<file path="config.mk">
export PLATFORM = sky130hd
export DESIGN_NAME = sram_arbiter_flat
export DESIGN_NICKNAME = d
export VERILOG_FILES = /design/src/rtl/sram_arbiter_pkg.sv /design/src/rtl/sram_arbiter_if.sv /design/src/rtl/sram_arb_grant.sv /design/src/rtl/sram_arbiter.sv /design/src/flat_wrapper.sv
export SDC_FILE = /design/constraint.sdc
export NUM_CORES = 1
export LEC_CHECK = 0
export CORE_MARGIN = 2
export CORE_UTILIZATION = 41
export DETAILED_ROUTE_END_ITERATION = 10
export GPL_ROUTABILITY_DRIVEN = 0
export PLACE_DENSITY_LB_ADDON = 0.12
export SYNTH_ARGS = -nofsm -noshare
export SYNTH_HDL_FRONTEND = slang
export SYNTH_SLANG_ARGS = --single-unit
</file>
<file path="constraint.sdc">
create_clock -name clk -period 2.3 [get_ports clk]
set_input_delay 0.46 -clock clk [delete_from_list [all_inputs] [get_ports clk]]
set_output_delay 0.46 -clock clk [all_outputs]
set_load 0.02 [all_outputs]
</file>
<file path="src/rtl/sram_arbiter_pkg.sv">
// Shared definitions for the two-port SRAM arbiter: default widths and FSM state encoding.
package sram_arbiter_pkg;

    localparam int ADDR_W_DEFAULT  = 18;
    localparam int WDATA_W_DEFAULT = 32;
    localparam int RDATA_W_DEFAULT = 64;

    typedef enum logic [1:0] {
        IDLE    = 2'd0,
        BUSY    = 2'd1,
        RELEASE = 2'd2
    } state_t;

endpackage

</file>
<file path="src/rtl/sram_arbiter_if.sv">
// Bus bundle for the SRAM arbiter: two requester ports plus the SRAM-controller command/response.
interface sram_arbiter_if #(
    parameter int ADDR_W  = sram_arbiter_pkg::ADDR_W_DEFAULT,
    parameter int WDATA_W = sram_arbiter_pkg::WDATA_W_DEFAULT,
    parameter int RDATA_W = sram_arbiter_pkg::RDATA_W_DEFAULT
) ();

    logic [ADDR_W-1:0]  p0_address;
    logic [WDATA_W-1:0] p0_wdata;
    logic               p0_r_en;
    logic               p0_w_en;
    logic [RDATA_W-1:0] p0_rdata;
    logic               p0_ready;

    logic [ADDR_W-1:0]  p1_address;
    logic [WDATA_W-1:0] p1_wdata;
    logic               p1_r_en;
    logic               p1_w_en;
    logic [RDATA_W-1:0] p1_rdata;
    logic               p1_ready;

    logic [ADDR_W-1:0]  sram_address;
    logic [WDATA_W-1:0] sram_wdata;
    logic               sram_r_en;
    logic               sram_w_en;
    logic [RDATA_W-1:0] sram_rdata;
    logic               sram_ready;

    // Arbiter side
    modport slave (
        input  p0_address, p0_wdata, p0_r_en, p0_w_en,
        output p0_rdata, p0_ready,
        input  p1_address, p1_wdata, p1_r_en, p1_w_en,
        output p1_rdata, p1_ready,
        output sram_address, sram_wdata, sram_r_en, sram_w_en,
        input  sram_rdata, sram_ready
    );

    // Requester / SRAM-controller side
    modport master (
        output p0_address, p0_wdata, p0_r_en, p0_w_en,
        input  p0_rdata, p0_ready,
        output p1_address, p1_wdata, p1_r_en, p1_w_en,
        input  p1_rdata, p1_ready,
        input  sram_address, sram_wdata, sram_r_en, sram_w_en,
        output sram_rdata, sram_ready
    );

endinterface

</file>
<file path="src/rtl/sram_arb_grant.sv">
// Two-way grant decision. SRAM_ARB_ROUND_ROBIN_EN: a tie goes to the port not granted last;
// otherwise port 0 wins every tie.
module sram_arb_grant (
    input  logic req0,
    input  logic req1,
    input  logic last_grant,
    output logic grant_idx,
    output logic grant_valid
);

    logic tie_pick;

`ifdef SRAM_ARB_ROUND_ROBIN_EN
    assign tie_pick = ~last_grant;
`else
    logic unused_last_grant;
    assign unused_last_grant = last_grant;
    assign tie_pick          = 1'b0;
`endif

    assign grant_valid = req0 | req1;

    always_comb begin
        grant_idx = 1'b0;
        if (req0 && req1) begin
            grant_idx = tie_pick;
        end else begin
            grant_idx = req1;
        end
    end

endmodule

</file>
<file path="src/rtl/sram_arbiter.sv">
// Two-port arbiter in front of a single SRAM controller; one transaction in flight at a time.
// Build option SRAM_ARB_ROUND_ROBIN_EN selects round-robin tie breaking instead of fixed priority.
//
//   state   | meaning
//   --------+-----------------------------------------------------------
//   IDLE    | no access in flight; grant a requester and issue command
//   BUSY    | command held on sram_*; waiting for sram_ready
//   RELEASE | completion cycle; owner's ready pulses, back to IDLE
module sram_arbiter
    import sram_arbiter_pkg::*;
#(
    parameter int ADDR_W  = ADDR_W_DEFAULT,
    parameter int WDATA_W = WDATA_W_DEFAULT,
    parameter int RDATA_W = RDATA_W_DEFAULT
) (
    input  logic          clk,
    input  logic          rst,
    sram_arbiter_if.slave bus
);

    state_t state_q;
    state_t state_d;

    logic               owner_q;
    logic               last_grant;
    logic               req0;
    logic               req1;
    logic               grant_idx;
    logic               grant_valid;
    logic               sel_write;
    logic               issue;
    logic               complete;
    logic               in_release;

    logic [ADDR_W-1:0]  addr_q;
    logic [WDATA_W-1:0] wdata_q;
    logic               r_en_q;
    logic               w_en_q;
    logic [RDATA_W-1:0] p0_rdata_q;
    logic [RDATA_W-1:0] p1_rdata_q;

    assign req0 = bus.p0_r_en | bus.p0_w_en;
    assign req1 = bus.p1_r_en | bus.p1_w_en;

    sram_arb_grant u_grant (
        .req0        (req0),
        .req1        (req1),
        .last_grant  (last_grant),
        .grant_idx   (grant_idx),
        .grant_valid (grant_valid)
    );

`ifdef SRAM_ARB_ROUND_ROBIN_EN
    logic last_q;

    // Resets to 1 so that port 0 takes the first tie.
    always_ff @(posedge clk or negedge rst) begin
        if (!rst) begin
            last_q <= 1'b1;
        end else if (issue) begin
            last_q <= grant_idx;
        end
    end

    assign last_grant = last_q;
`else
    assign last_grant = 1'b1;
`endif

    always_ff @(posedge clk or negedge rst) begin
        if (!rst) begin
            state_q <= IDLE;
        end else begin
            state_q <= state_d;
        end
    end

    always_comb begin
        state_d = state_q;
        case (state_q)
            IDLE:    if (grant_valid) state_d = BUSY;
            BUSY:    if (bus.sram_ready) state_d = RELEASE;
            RELEASE: state_d = IDLE;
            default: state_d = IDLE;
        endcase
    end

    always_comb begin
        issue      = 1'b0;
        complete   = 1'b0;
        in_release = 1'b0;
        case (state_q)
            IDLE:    issue      = grant_valid;
            BUSY:    complete   = bus.sram_ready;
            RELEASE: in_release = 1'b1;
            default: ;
        endcase
    end

    // A port raising r_en and w_en together is serviced as a write.
    assign sel_write = grant_idx ? bus.p1_w_en : bus.p0_w_en;

    always_ff @(posedge clk or negedge rst) begin
        if (!rst) begin
            owner_q    <= 1'b0;
            addr_q     <= '0;
            wdata_q    <= '0;
            r_en_q     <= 1'b0;
            w_en_q     <= 1'b0;
            p0_rdata_q <= '0;
            p1_rdata_q <= '0;
        end else if (issue) begin
            owner_q <= grant_idx;
            addr_q  <= grant_idx ? bus.p1_address : bus.p0_address;
            wdata_q <= grant_idx ? bus.p1_wdata : bus.p0_wdata;
            w_en_q  <= sel_write;
            r_en_q  <= ~sel_write;
        end else if (complete) begin
            r_en_q <= 1'b0;
            w_en_q <= 1'b0;
            // Read data lands even if the requester has already dropped its enable.
            if (r_en_q) begin
                if (owner_q) begin
                    p1_rdata_q <= bus.sram_rdata;
                end else begin
                    p0_rdata_q <= bus.sram_rdata;
                end
            end
        end
    end

    assign bus.sram_address = addr_q;
    assign bus.sram_wdata   = wdata_q;
    assign bus.sram_r_en    = r_en_q;
    assign bus.sram_w_en    = w_en_q;
    assign bus.p0_rdata     = p0_rdata_q;
    assign bus.p1_rdata     = p1_rdata_q;

    assign bus.p0_ready = (in_release && !owner_q) || !req0;
    assign bus.p1_ready = (in_release &&  owner_q) || !req1;

endmodule
</file>
<file path="src/flat_wrapper.sv">
// flat-port wrapper written by rule: the top's interface ports become plain ports
module sram_arbiter_flat import sram_arbiter_pkg::*;
#(
    parameter int ADDR_W  = ADDR_W_DEFAULT,
    parameter int WDATA_W = WDATA_W_DEFAULT,
    parameter int RDATA_W = RDATA_W_DEFAULT
)
  (clk, rst, bus_p0_address, bus_p0_wdata, bus_p0_r_en, bus_p0_w_en, bus_p0_rdata, bus_p0_ready, bus_p1_address, bus_p1_wdata, bus_p1_r_en, bus_p1_w_en, bus_p1_rdata, bus_p1_ready, bus_sram_address, bus_sram_wdata, bus_sram_r_en, bus_sram_w_en, bus_sram_rdata, bus_sram_ready);
  sram_arbiter_if #(.ADDR_W(ADDR_W), .WDATA_W(WDATA_W), .RDATA_W(RDATA_W)) bus_i ();
  input  logic clk;
  input  logic rst;
  input wire logic [$bits(bus_i.p0_address)-1:0] bus_p0_address;
  input wire logic [$bits(bus_i.p0_wdata)-1:0] bus_p0_wdata;
  input wire logic [$bits(bus_i.p0_r_en)-1:0] bus_p0_r_en;
  input wire logic [$bits(bus_i.p0_w_en)-1:0] bus_p0_w_en;
  output wire logic [$bits(bus_i.p0_rdata)-1:0] bus_p0_rdata;
  output wire logic [$bits(bus_i.p0_ready)-1:0] bus_p0_ready;
  input wire logic [$bits(bus_i.p1_address)-1:0] bus_p1_address;
  input wire logic [$bits(bus_i.p1_wdata)-1:0] bus_p1_wdata;
  input wire logic [$bits(bus_i.p1_r_en)-1:0] bus_p1_r_en;
  input wire logic [$bits(bus_i.p1_w_en)-1:0] bus_p1_w_en;
  output wire logic [$bits(bus_i.p1_rdata)-1:0] bus_p1_rdata;
  output wire logic [$bits(bus_i.p1_ready)-1:0] bus_p1_ready;
  output wire logic [$bits(bus_i.sram_address)-1:0] bus_sram_address;
  output wire logic [$bits(bus_i.sram_wdata)-1:0] bus_sram_wdata;
  output wire logic [$bits(bus_i.sram_r_en)-1:0] bus_sram_r_en;
  output wire logic [$bits(bus_i.sram_w_en)-1:0] bus_sram_w_en;
  input wire logic [$bits(bus_i.sram_rdata)-1:0] bus_sram_rdata;
  input wire logic [$bits(bus_i.sram_ready)-1:0] bus_sram_ready;
  assign bus_i.p0_address = bus_p0_address;
  assign bus_i.p0_wdata = bus_p0_wdata;
  assign bus_i.p0_r_en = bus_p0_r_en;
  assign bus_i.p0_w_en = bus_p0_w_en;
  assign bus_p0_rdata = bus_i.p0_rdata;
  assign bus_p0_ready = bus_i.p0_ready;
  assign bus_i.p1_address = bus_p1_address;
  assign bus_i.p1_wdata = bus_p1_wdata;
  assign bus_i.p1_r_en = bus_p1_r_en;
  assign bus_i.p1_w_en = bus_p1_w_en;
  assign bus_p1_rdata = bus_i.p1_rdata;
  assign bus_p1_ready = bus_i.p1_ready;
  assign bus_sram_address = bus_i.sram_address;
  assign bus_sram_wdata = bus_i.sram_wdata;
  assign bus_sram_r_en = bus_i.sram_r_en;
  assign bus_sram_w_en = bus_i.sram_w_en;
  assign bus_i.sram_rdata = bus_sram_rdata;
  assign bus_i.sram_ready = bus_sram_ready;
  sram_arbiter #(.ADDR_W(ADDR_W), .WDATA_W(WDATA_W), .RDATA_W(RDATA_W)) u_core (.clk(clk), .rst(rst), .bus(bus_i));
endmodule
</file>
==> results.md, run 1 <==
* Run status: finished clean
* Clock Path Buffers at 2
* Max Cap Viol at 0
* Largest fanout on the critical path at 4
* Most frequent cells after synthesis: dfrtp_1 (183), mux2_2 (129), o221a_1 (50), or3_1 (49), buf_2 (18)
* Tmin final at 2.09 ns
* Worst path depth at 3
* GR Overflow Total at 0
* Total Power at between 15,000 and 20,000 uW
* DRC viols at 0
* Leak at between 0.004 and 0.005 uW
* All-Layer GR Usage at 23.2%
* Std cell rows at 48
* Slew Viols, Final at 0
* CP endpoint kind: output pin
* Syn Inst Count at approximately 470
* Finished Layout Cells at 1,059
* Share of layout cells above drive strength 1 at between 20% and 30%
* Vias per Instance at 5.12
* Critical Path, Cell by Cell: or2b_1, o22ai_1, dlygate4sd2_1
* Root buf cell: clkbuf_16
* Final period utilization at 90.9%
* Pwr dens at 1430 nW/um2
* Largest family of logic cells by synthesized area: multiplexers
* Synth Area in Adders at 0%
* Worst R2R Setup Slack at a little under 0.4 ns
* Slew @ Worst Pin at 0.479 ns
* Setup violators final at 0
* Most numerous cell in the Yosys netlist: dfrtp_1
* Worst Hold Depth at 1
* Slew headroom at 68.1%
* Yosys cell types at 26
* Largest net degree at the start of global routing at 49
* WP data required at 1.84 ns
* N_diodes at 0
* Mux cell area share after synthesis at between 20% and 30%
* Mapped cell area at approximately 7300 um2
* Xor/xnor share of the synthesized area at 0%
* Number of flops mapped to enable cells by yosys at 0
* CP delay by family, top: flip-flops
* Worst reg2reg path depth at 4
* Async SR Flop Fraction at 100%
* Worst clock skew at around 0.011 ns
* Synth area leaders: dfrtp_1 (63%), mux2_2 (20%), o221a_1 (7.7%), or3_1 (4.2%), buf_2 (1.2%)
* Syn Nets at approximately 640
* Critical Path Start Type: flop
* Die ar. at 18,800 um2
* Hold WC Path Type: reg2reg
* CP peak stage delay at about 0.40 ns
* Routed WL per cell at slightly above 20 um
* Syn avg cell area at 15.5 um2
* Post-route antenna net violation count at 0
* Top FF cell, synth: dfrtp_1
* CP arrival at 1.63 ns
* Maximum vdd drop at 0.776 mV
* Critical path's slowest cell: dfrtp_1
* Synth warnings at 0
* Initial DRC Count at roughly 230
* DP Wirelength at about 16 mm
* CTS tree: built
* Max Fclk at 478 MHz
* Via count of the first global-routing pass at 5,884
* Initial core utilization at 42.0%
* CTS clock-pin slew for the worst setup and hold paths at 0.06 ns
* Clk Latency, worst-skew pair at 0.43 ns
* Port buffer count at 352
* Top cell type's share of synthesized area at 63.0%
* Largest area contributor in the synthesized netlist: dfrtp_1
* Die width at 137 um
* Placed cell count at 1,027
* CTS Sinks at about 180
* Final wirelength at 21.7 mm
* Core area at 17,300 um2
* CP Buf/Inv Count at 1
* First-pass GRT wire length at 32.9 mm
* Compound-Gate Fraction of Synth Area at 8.23%
* Seq cells post-synth at around 180
* Worst Setup Path Type: reg2out
* Sequential area share after synthesis at 63.0%
* TritonCTS Buffers at 17
* Nets at 993
* Die Y at about 140 um
* Antenna violations before repair at 1
* H-tree depth at 4
* DR pass1 iterations at 4
* Final hold viol count at 0
* Setup TNS at 0 ns
* RSZ-0062 raised after global routing: no
* I/O pin count at 353
* Postcts setup bufs at 0
* Synth Area in Simple Gates at about 5.4%
* Layout Area Growth over Synthesis at 60.8%
* Util after Layout at between 60 and 70%
* Via count at 5,425
-- timing repair --
| item | CTS | global route |
|---|---|---|
| endpoints found under the setup margin | 2 | 0 |
| resized for setup | 2 | 0 |
| hold buffers | 1 | 0 |
| hold endpoints to repair | 43 | 0 |
-- per-stage QoR --
| stage | setup slack (ns) | hold WS [ns] | instance area [um2] |
|---|---|---|---|
| after floorplan | 0.549 | 0.164 | 7270 |
| after global placement | 0.0141 | 0.426 | 11100 |
| after detailed placement | 0.0562 | 0.434 | 11100 |
| after CTS | 0.188 | 0.507 | 11700 |
| after global routing | 0.141 | 0.514 | 11700 |
| final | 0.209 | 0.502 | 11700 |
-- worst paths after layout --
check / startpoint / to
worst max-delay path: u_core.state_q[0]$_DFFE_PN0P_ / bus_p1_ready
worst min-delay path: u_core.bus.p1_rdata[43]$_DFFE_PN0P_ / u_core.bus.p1_rdata[43]$_DFFE_PN0P_
worst max register to register: u_core.state_q[1]$_DFFE_PN0P_ / u_core.bus.sram_wdata[18]$_DFFE_PN0P_
worst min register to register: u_core.bus.p1_rdata[43]$_DFFE_PN0P_ / u_core.bus.p1_rdata[43]$_DFFE_PN0P_
max in group asynchronous: rst / u_core.bus.sram_wdata[16]$_DFFE_PN0P_
min in group asynchronous: rst / u_core.bus.sram_address[5]$_DFFE_PN0P_
-- worst register-to-register path: stages (launching register included) --
cell and delay [ns]:
dfrtp_1 0.40, or2_1 0.41, or4_4 0.51, buf_4 0.22
o221a_1 0.26
-- report_power, final --
group	internal (uW)	switching, uW	total, uW
combinational	4350	3880	8220
sequential	4780	857	5640
clock	1610	1250	2860
total	10700	5980	16700
-- layout by cell type, fill, tap and decap left out --
| cell type | n |
|---|---|
| and2_1 | 1 |
| a21oi_1 | 1 |
| a21oi_4 | 1 |
| clkbuf_16 | 17 |
| nor3b_1 | 1 |
| o22a_1 | 1 |
| buf_6 | 1 |
| buf_4 | 9 |
| dfrtp_1 | 183 |
| clkdlybuf4s50_1 | 349 |
| o221a_1 | 50 |
| inv_1 | 3 |
| or3_1 | 49 |
| clkinv_2 | 1 |
| bufinv_16 | 1 |
| o22ai_1 | 2 |
| nor2_1 | 1 |
| or2_1 | 1 |
| clkinv_4 | 2 |
| or3_2 | 1 |
| nand3_4 | 1 |
| dlygate4sd3_1 | 1 |
| mux2i_1 | 1 |
| clkbuf_8 | 4 |
| or2_2 | 1 |
| dlygate4sd2_1 | 2 |
| and3_2 | 1 |
| or4_4 | 1 |
| clkinvlp_4 | 3 |
| or2b_1 | 1 |
| nor2_2 | 1 |
| nand2_1 | 1 |
| clkbuf_1 | 1 |
| buf_12 | 8 |
| inv_6 | 2 |
| mux2_2 | 129 |
| nand3b_1 | 1 |
-- cell families (layout without fill, tap and decap cells) --
kind of cell / count (synthesis) / in the layout
AO/OA/AOI/OAI: 55 / 55
buffers and inverters: 38 / 404
flip-flops: 183 / 183
multiplexers: 130 / 130
AND/OR/NAND/NOR: 62 / 62
-- metal layers --
layer | vias up | share of wire, % | GRT usage (%)
li1 | 2462 | - | -
met1 | 2697 | 39 | 27.8
met2 | 228 | 50 | 38.4
met3 | 38 | 8.2 | 7.59
met4 | 0 | 2.8 | 9.85
met5 | - | 0 | 0
-- state kept, by name, indices dropped and copies added, names as in the netlist --
| register | flops |
|---|---|
| u_core.bus.sram_address | 18 |
| u_core.bus.p1_rdata | 64 |
| u_core.bus.sram_w_en | 1 |
| u_core.bus.sram_wdata | 32 |
| u_core.state_q | 2 |
| u_core.owner_q | 1 |
| u_core.bus.sram_r_en | 1 |
| u_core.bus.p0_rdata | 64 |
-- layout make-up --
type / instances / area (um2)
Fill cell: 1208 / 5610
Multi-Input combinational cell: 247 / 2470
Timing Repair Buffer: 370 / 3760
Clock buffer: 22 / 484
Clock inverter: 9 / 92.6
Inverter: 3 / 11.3
Sequential cell: 183 / 4580
Tap cell: 225 / 282
Note: power is estimated with default switching activity, not from simulation.
==> run 2: changes to the inputs <==
--- a/config.mk
+++ b/config.mk
@@ -5,8 +5,11 @@
 export SDC_FILE = /design/constraint.sdc
 export NUM_CORES = 1
 export LEC_CHECK = 0
+export CELL_PAD_IN_SITES_DETAIL_PLACEMENT = 1
+export CELL_PAD_IN_SITES_GLOBAL_PLACEMENT = 1
+export CORE_ASPECT_RATIO = 1.5
 export CORE_MARGIN = 2
-export CORE_UTILIZATION = 41
+export CORE_UTILIZATION = 32
 export DETAILED_ROUTE_END_ITERATION = 10
 export GPL_ROUTABILITY_DRIVEN = 0
 export PLACE_DENSITY_LB_ADDON = 0.12
==> results.md, run 2 (synthesis results as in run 1) <==
* CTS tree: built
* RSZ-0062 raised after global routing: no
* Leak at around 0.0048 uW
* Critical Path Start Type: flop
* I/O pin count at 353
* Largest fanout on the critical path at 4
* TritonCTS Buffers at 17
* Placed cell count at roughly 1,100
* GR Overflow Total at 0
* Min Hold Slack at roughly 0.5 ns
* Setup violators final at 0
* Final hold viol count at 0
* Initial DRC Count at roughly 170
* Root buf cell: clkbuf_16
* Share of layout cells above drive strength 1 at 22.2%
* Layout Area Growth over Synthesis at 62.7%
* Maximum vdd drop at ~0.58 mV
* Slew Viols, Final at 0
* Setup TNS at 0 ns
* All-Layer GR Usage at between 15 and 20%
* Switching Share at 35.6%
* Worst Setup Path Type: reg2out
* First-pass GRT wire length at 36.8 mm
* Worst Hold Depth at 1
* Run status: finished clean
* Setup slack after layout at 0.227 ns
* N_diodes at 0
* Std cell rows at 67
* WP data required at 1.84 ns
* Tmin final at 2.07 ns
* Clk Latency, worst-skew pair at roughly 0.44 ns
* Antenna violations before repair at 0
* Die ar. at 24,000 um2
* Leading cell type in the layout, fill and taps excluded: clkdlybuf4s50_1
* Port buffer count at 352
* Clock power share at 18.4%
* DP Wirelength at 17.4 mm
* Max Cap Viol at 0
* Routed WL per cell at 21.0 um
* DRC viols at 0
* Via count at 5,546
* H-tree depth at 4
* Nets at 994
* Clock Path Buffers at 2
* CTS clock-pin slew for the worst setup and hold paths at 0.07 ns
* Share of power burned in registers at approximately a third
* Worst reg2reg path depth at 5
* Die Y at 189 um
* Pwr dens at 1450 nW/um2
* CTS Sinks at 183
* Pre-CTS setup slack at 0.0928 ns
* Max Fclk at 482 MHz
* Final period utilization at 90.1%
* Via count of the first global-routing pass at 6,351
* Psw at 6080 uW
* Hold WC Path Type: reg2reg
* Comb pwr share at between 40 and 50%
* Largest net degree at the start of global routing at 57
* CP arrival at ~1.6 ns
* Area after detailed placement at 11,200 um2
* Vias per Instance at about 5.0
* Core area at between 20,000 and 25,000 um2
* Final instance area at approximately 12,000 um2
* Initial core utilization at about a third
* Finished Layout Cells at 1,112
* Worst clock skew at roughly 0.0097 ns
* CP endpoint kind: output pin
* Most frequent cells in the layout: clkdlybuf4s50_1 (349), dfrtp_1 (183), mux2_2 (129)
* Postcts setup bufs at 0
* Slew @ Worst Pin at 0.493 ns
* DR pass1 iterations at 4
* Filler cells at 2,220
* Die width at 127 um
* Slew headroom at 67.2%
* P_int at between 10,000 and 15,000 uW
* Post-route antenna net violation count at 0
* Final wirelength at 23.3 mm
[run 2: power by group through the flow]
stage          registers [uW]  clock network, uW  logic, uW
2_1_floorplan            7470                  0       2190
3_3_place_gp             5630                  0       8200
3_5_place_dp             5720                  0       8380
4_1_cts                  5700               3240       8390
5_1_grt                  5900               3380       8690
6_report                 5680               3140       8260
[run 2: cell type report]
cell class	instances	area (um2)	area share, %
sequential	183	4580	38.7
timing repair buffer	371	3780	32.0
multi-input combinational	247	2470	20.9
clock buffer	20	457	3.86
tap	276	345	2.92
clock inverter	12	173	1.46
inverter	3	11.3	0.0953
[run 2: timing repair]
action,in CTS,in global routing
setup endpoints to repair,2,0
gates resized for setup,2,0
hold buffers,1,0
hold endpoints to repair,46,0
[run 2: path summary, 6_finish.rpt]
check | startpoint | slack, ns | end
min | u_core.bus.p1_rdata[30]$_DFFE_PN0P_ | 0.50 | u_core.bus.p1_rdata[30]$_DFFE_PN0P_
min reg2reg | u_core.bus.p1_rdata[30]$_DFFE_PN0P_ | 0.50 | u_core.bus.p1_rdata[30]$_DFFE_PN0P_
max reg2reg | u_core.state_q[1]$_DFFE_PN0P_ | 0.44 | u_core.bus.sram_address[0]$_DFFE_PN0P_
min in group asynchronous | rst | 0.55 | u_core.bus.p0_rdata[7]$_DFFE_PN0P_
max in group asynchronous | rst | 1.06 | u_core.bus.p1_rdata[44]$_DFFE_PN0P_
max | u_core.state_q[0]$_DFFE_PN0P_ | 0.23 | bus_p0_ready
[run 2: layer usage]
metal / global-route usage, % / vias to the layer above / wire (um)
met5: 0 / - / 0
met4: 7.10 / 0 / 524
met3: 5.93 / 32 / 1600
met2: 35.6 / 227 / 12700
met1: 22.6 / 2831 / 8510
li1: - / 2456 / -
[run 2: metrics by stage]
step           util (%)  power, uW
4_1_cts            53.0      17300
2_1_floorplan         -       9650
3_3_place_gp       50.1      13800
6_report           53.0      17100
3_5_place_dp       50.1      14100
5_1_grt            53.0      18000
[run 2: worst max-delay path, cell delays in order, from the launching register on]
cell           delay, ns
dfrtp_1             0.40
or2b_1              0.28
o22ai_1             0.14
dlygate4sd2_1       0.36
==> edit 1 (flow settings as in run 1) <==
Change the package constant `ADDR_W_DEFAULT` from 18 to 36.
--- a/src/rtl/sram_arbiter_pkg.sv
+++ b/src/rtl/sram_arbiter_pkg.sv
@@ -1,7 +1,7 @@
 // Shared definitions for the two-port SRAM arbiter: default widths and FSM state encoding.
 package sram_arbiter_pkg;
 
-    localparam int ADDR_W_DEFAULT  = 18;
+    localparam int ADDR_W_DEFAULT  = 36;
     localparam int WDATA_W_DEFAULT = 32;
     localparam int RDATA_W_DEFAULT = 64;
 
Ports: changed (resized bus_p0_address, bus_p1_address and bus_sram_address); port bits go from 353 to 407. No check against the original RTL was run, so the function may have changed too.
==> edit 1 against run 1 <==
Global-route usage grew 1.2 points. Combinational power grew 22%. Worst setup slack lost 0.11 ns. Routed wire length grew 36%. Sequential cell count grew 18. Cell area grew 21%. Synthesized area grew 23%. Total power grew 20%. Critical path type unchanged. Fmax shrank 5.1%. Via count grew 33%.
==> edit 1: results (changes against run 1) <==
.. list-table::
   :header-rows: 1

   * - Metric
     - Value
   * - DRC violation total after the first TritonRoute iteration
     - 304 (+35%)
   * - Setup Slack @ Placement
     - -0.187 ns (-0.243 ns)
   * - Maximum level of the CTS H-tree
     - 1 (-3)
   * - Synthesized Nets
     - 897 (+40%)
   * - Filler cell count in the final layout
     - 1629 (+35%)
   * - Vias per cell
     - 5.21 (+1.7%)
   * - Outcome
     - complete, no violations
   * - Leading post-synthesis cells by instance count
     - sky130_fd_sc_hd__dfrtp_1 (201), sky130_fd_sc_hd__a21oi_1 (137), sky130_fd_sc_hd__o21ai_0 (72)
   * - Routed wire per std cell
     - 21.2 microns (+3.8%)
   * - Number of different library cells in the post-synthesis netlist
     - 29 (+12%)
   * - Share of the synthesized area in compound gates (AO/OA/AOI/OAI)
     - 17.8% (+9.6 points)
   * - HPWL Detailed
     - 20.8 mm (+29%)
   * - Global-route track usage on met1
     - 29.9% (+2.1 points)
   * - GR Layer Usage met2
     - 42.4% (+4.0 points)
   * - Clock latency reported for the late side of the worst-skew pair
     - 0.50 ns (+0.07 ns)
   * - Max rail drop VDD
     - 0.590 mV (-24%)
   * - Mux cell area share after synthesis
     - 18.9% (-1.3 points)
   * - Maximum number of pins on one net before global-route repair
     - 64 (+31%)
   * - GR Layer Usage met3
     - 7.43% (-0.17 points)
   * - Arrival @ worst endpoint
     - 1.74 ns (+0.11 ns)
   * - CP Max Fanout
     - 2 (-2)
   * - Clock Skew
     - 0.0143 ns (+0.00371 ns)
   * - Type of the worst min-delay path
     - primary input to asynchronous set/reset pin
   * - Wire length on met2
     - 14.5 mm (+35%)
   * - Leading cell types by total area after synthesis
     - sky130_fd_sc_hd__dfrtp_1 (56%), sky130_fd_sc_hd__mux2_4 (10%), sky130_fd_sc_hd__mux2_2 (8.1%), sky130_fd_sc_hd__a21oi_1 (7.7%), sky130_fd_sc_hd__o31ai_1 (5.7%)
   * - Critical Path Max Stage Delay
     - 0.37 ns (-0.03 ns)
## edit 1: cell count changes in the layout (fill, tap and decap cells not counted), moves of 49 or more
cell                              delta
sky130_fd_sc_hd__a21oi_1           +136
sky130_fd_sc_hd__o21ai_0            +71
sky130_fd_sc_hd__o31ai_1            +68
sky130_fd_sc_hd__mux2_2             -65
sky130_fd_sc_hd__mux2_4             +61
sky130_fd_sc_hd__clkdlybuf4s50_1    +54
sky130_fd_sc_hd__o221a_1            -50
sky130_fd_sc_hd__or3_1              -49
## edit 1: cell type report
| class | count | share of cell area, % |
|---|---|---|
| Sequential cell | 201 | 35.6 |
| Timing Repair Buffer | 446 | 32.0 |
| Multi-Input combinational cell | 421 | 24.1 |
| Clock buffer | 27 | 4.32 |
| Tap cell | 275 | 2.44 |
| Clock inverter | 13 | 1.45 |
| Inverter | 3 | 0.0974 |
| Antenna cell | 1 | 0.0177 |
## edit 1: metrics by stage
step / instances / instance area, sq um / power (mW)
final: 1387 / 14100 / 20.1
after global routing: 1387 / 14100 / 21.2
after CTS: 1386 / 14100 / 20.3
after detailed placement: 1345 / 13300 / 16.3
after global placement: 1345 / 13300 / 16.1
after floorplan: 690 / 8910 / 11.3
## edit 1: final timing paths
| path | end | slack, ns | cells past startpoint |
|---|---|---|---|
| max | bus_p1_ready | 0.1 | 3 |
| min | u_core.bus.p1_rdata[46] | 0.43 | 2 |
| max reg2reg | u_core.bus.p0_rdata[1] | 0.54 | 6 |
| min reg2reg | u_core.bus.p1_rdata[0] | 0.49 | 1 |
| max in group asynchronous | u_core.bus.sram_address[23] | 1.20 | 3 |
| min in group clk | u_core.bus.p1_rdata[0] | 0.49 | 1 |
## edit 1: power by group
part	switching [mW]	total, mW	internal [mW]
registers	0.911	6.16	5.25
clock network	1.50	3.96	2.46
logic	4.91	10.0	5.11
==> edit 2 (settings of run 1) <==
Made on the original files. Re-encode `state_t` (3 states) as one-hot, 3 bits wide.
--- a/src/rtl/sram_arbiter_pkg.sv
+++ b/src/rtl/sram_arbiter_pkg.sv
@@ -5,10 +5,10 @@
     localparam int WDATA_W_DEFAULT = 32;
     localparam int RDATA_W_DEFAULT = 64;
 
-    typedef enum logic [1:0] {
-        IDLE    = 2'd0,
-        BUSY    = 2'd1,
-        RELEASE = 2'd2
+    typedef enum logic [2:0] {
+        IDLE    = 3'b001,
+        BUSY    = 3'b010,
+        RELEASE = 3'b100
     } state_t;
 
 endpackage
Function: same outputs for any inputs over 4 cycles, from zero or initial values and one cycle with rst low; so few cycles prove little.
==> edit 2 against run 1 <==
Total power shrank 12%. Count of clock-buffer cells in the layout shrank 4. Sequential cell count grew 1. Combinational power shrank 19%. Cell count grew 11%. Synthesized area grew 5.2%. Worst setup slack lost 0.051 ns. Critical path type unchanged. First-iteration DRC count grew 52%. Cell area grew 2.3%. Routed wire length grew 6.6%. Worst hold slack lost 0.013 ns.
==> edit 2: results (changes against run 1) <==
.. list-table::
   :header-rows: 1

   * - Metric
     - Value
   * - Crit. Startpoint
     - u_core.state_q[1]
   * - Fraction of final layout cells sized beyond drive strength 1
     - 7.60% (-14 points)
   * - First-pass GRT wire length
     - 35.9 mm (+9.2%)
   * - Arrival @ worst endpoint
     - 1.68 ns (+0.05 ns)
   * - DRC violation total after the first TritonRoute iteration
     - 343 (+52%)
   * - Capturing point of the worst reg2reg path
     - u_core.bus.p0_rdata[4]
   * - Worst hold stages
     - 1 (unchanged)
   * - R2R cell count
     - 5 (+1)
   * - Synthesized Nets
     - 764 (+20%)
   * - Routed wire per std cell
     - 19.6 microns (-4.0%)
   * - Sequential cell area fraction in the yosys report
     - 60.2% (-2.8 points)
   * - Number of detailed-route iterations in the first pass
     - 4 (unchanged)
   * - Via count of the first global-routing pass
     - 6440 (+9.4%)
   * - Total number of yosys warnings
     - 0 (unchanged)
   * - Antenna Diode Count
     - 0 (unchanged)
   * - Post-DP Area
     - 11400 sq um (+2.7%)
   * - Final Net Count
     - 1106 (+11%)
   * - Via count
     - 6291 (+16%)
   * - Inserted Clock Buffers
     - 17 (unchanged)
   * - FF-to-FF setup slack
     - 0.43 ns (+0.04 ns)
   * - Post-synth ARST share
     - 100% (unchanged)
   * - Antenna violations before repair
     - 1 (unchanged)
   * - Static power due to leakage
     - 5.15 nW (+7.3%)
   * - Worst setup path endpoint
     - bus_p0_ready
   * - Setup Slack @ Placement
     - -0.197 ns (-0.253 ns)
   * - Maximum number of pins on one net before global-route repair
     - 59 (+20%)
   * - Max rail drop VDD
     - 0.610 mV (-21%)
   * - Leading cell types by total area after synthesis
     - sky130_fd_sc_hd__dfrtp_1 (60%), sky130_fd_sc_hd__mux2_1 (18%), sky130_fd_sc_hd__a31oi_1 (4.1%), sky130_fd_sc_hd__a21oi_1 (3.4%), sky130_fd_sc_hd__nand3_1 (3.3%)
   * - Reg-to-reg critical path startpoint
     - u_core.state_q[2]
   * - Clock latency reported for the late side of the worst-skew pair
     - 0.43 ns (about the same)
   * - Part of the cycle the worst path needs
     - 93.1% (+2.2 points)
   * - Maximum level of the CTS H-tree
     - 4 (unchanged)
   * - Outcome
     - complete, no violations
   * - HPWL Detailed
     - 16.9 mm (+4.9%)
   * - Number of different library cells in the post-synthesis netlist
     - 27 (+3.8%)
   * - CP Max Fanout
     - 5 (+1)
   * - Max_slew headroom
     - 61.9% (-6.2 points)
   * - Leading post-synthesis cells by instance count
     - sky130_fd_sc_hd__dfrtp_1 (183), sky130_fd_sc_hd__mux2_1 (120), sky130_fd_sc_hd__a21oi_1 (52)
   * - Clock Skew
     - 0.00741 ns (-0.00319 ns)
   * - Crit Path Category
     - flop to primary output
   * - GRT Resource Usage Total
     - 23.5% (+0.24 points)
[edit 2: area by class of cell]
type / count / area [sq um]
Inverter: 2 / 7.51
Clock inverter: 13 / 123
Fill cell: 1396 / 6190
Timing Repair Buffer: 375 / 3780
Sequential cell: 184 / 4610
Tap cell: 229 / 287
Clock buffer: 18 / 429
Multi-Input combinational cell: 355 / 2720
[edit 2: where the power goes]
part / leakage [nW] / total [mW] / switching [mW] / internal (mW)
clock: 0.265 / 2.76 / 1.26 / 1.50
sequential: 2.32 / 5.26 / 0.744 / 4.52
combinational: 2.56 / 6.67 / 3.38 / 3.29
[edit 2: critical path, cell delays in order (launching register included)]
cell	delay, ns
sky130_fd_sc_hd__dfrtp_1	0.44
sky130_fd_sc_hd__nor2_1	0.12
sky130_fd_sc_hd__nand2_1	0.08
sky130_fd_sc_hd__o21ai_0	0.23
sky130_fd_sc_hd__dlygate4sd2_1	0.38
[edit 2: worst min path at each step]
stage                             from                 endpoint  slack [ns]
6_report       u_core.bus.p1_rdata[34]  u_core.bus.p1_rdata[34]        0.49
3_5_place_dp                       rst  u_core.bus.p1_rdata[49]        0.45
3_3_place_gp                       rst  u_core.bus.p0_rdata[49]        0.43
4_1_cts        u_core.bus.p0_rdata[56]  u_core.bus.p0_rdata[56]        0.49
5_1_grt        u_core.bus.p0_rdata[56]  u_core.bus.p0_rdata[56]        0.50
2_1_floorplan                      rst   u_core.bus.p0_rdata[0]        0.16
[edit 2: kinds of logic (layout without fill, tap and decap cells)]
| kind of cell | after synthesis | in the layout | synth area share, % |
|---|---|---|---|
| DFF | 184 | 184 | 60.2 |
| AOI/OAI and AO/OA | 156 | 156 | 11.1 |
| muxes | 130 | 130 | 19.1 |
| and+or+nand+nor | 69 | 69 | 5.11 |
| buffers and inverters | 54 | 408 | 4.45 |
[edit 2: layer usage]
metal	track usage (%)	share of wire, %
met1	27.6	38
met2	40.8	51
met3	6.94	8.4
met4	8.89	2.6
met5	0	0
[edit 2: per-stage QoR]
stage / instances / util, % / TNS (ns) / power (mW)
CTS: 1176 / 65.9 / 0 / 14.8
detailed placement: 1144 / 62.8 / -10.31 / 12.0
global route: 1176 / 65.9 / 0 / 15.5
floorplan: 593 / - / 0 / 8.49
global placement: 1144 / 62.8 / -6.62 / 11.8
finish: 1176 / 65.9 / 0 / 14.7
[edit 2: what timing repair did]
item | CTS | global route
endpoints found under the hold margin | 25 | 0
endpoints found under the setup margin | 2 | 0
gates resized for setup | 2 | 0
hold buffers | 1 | 0
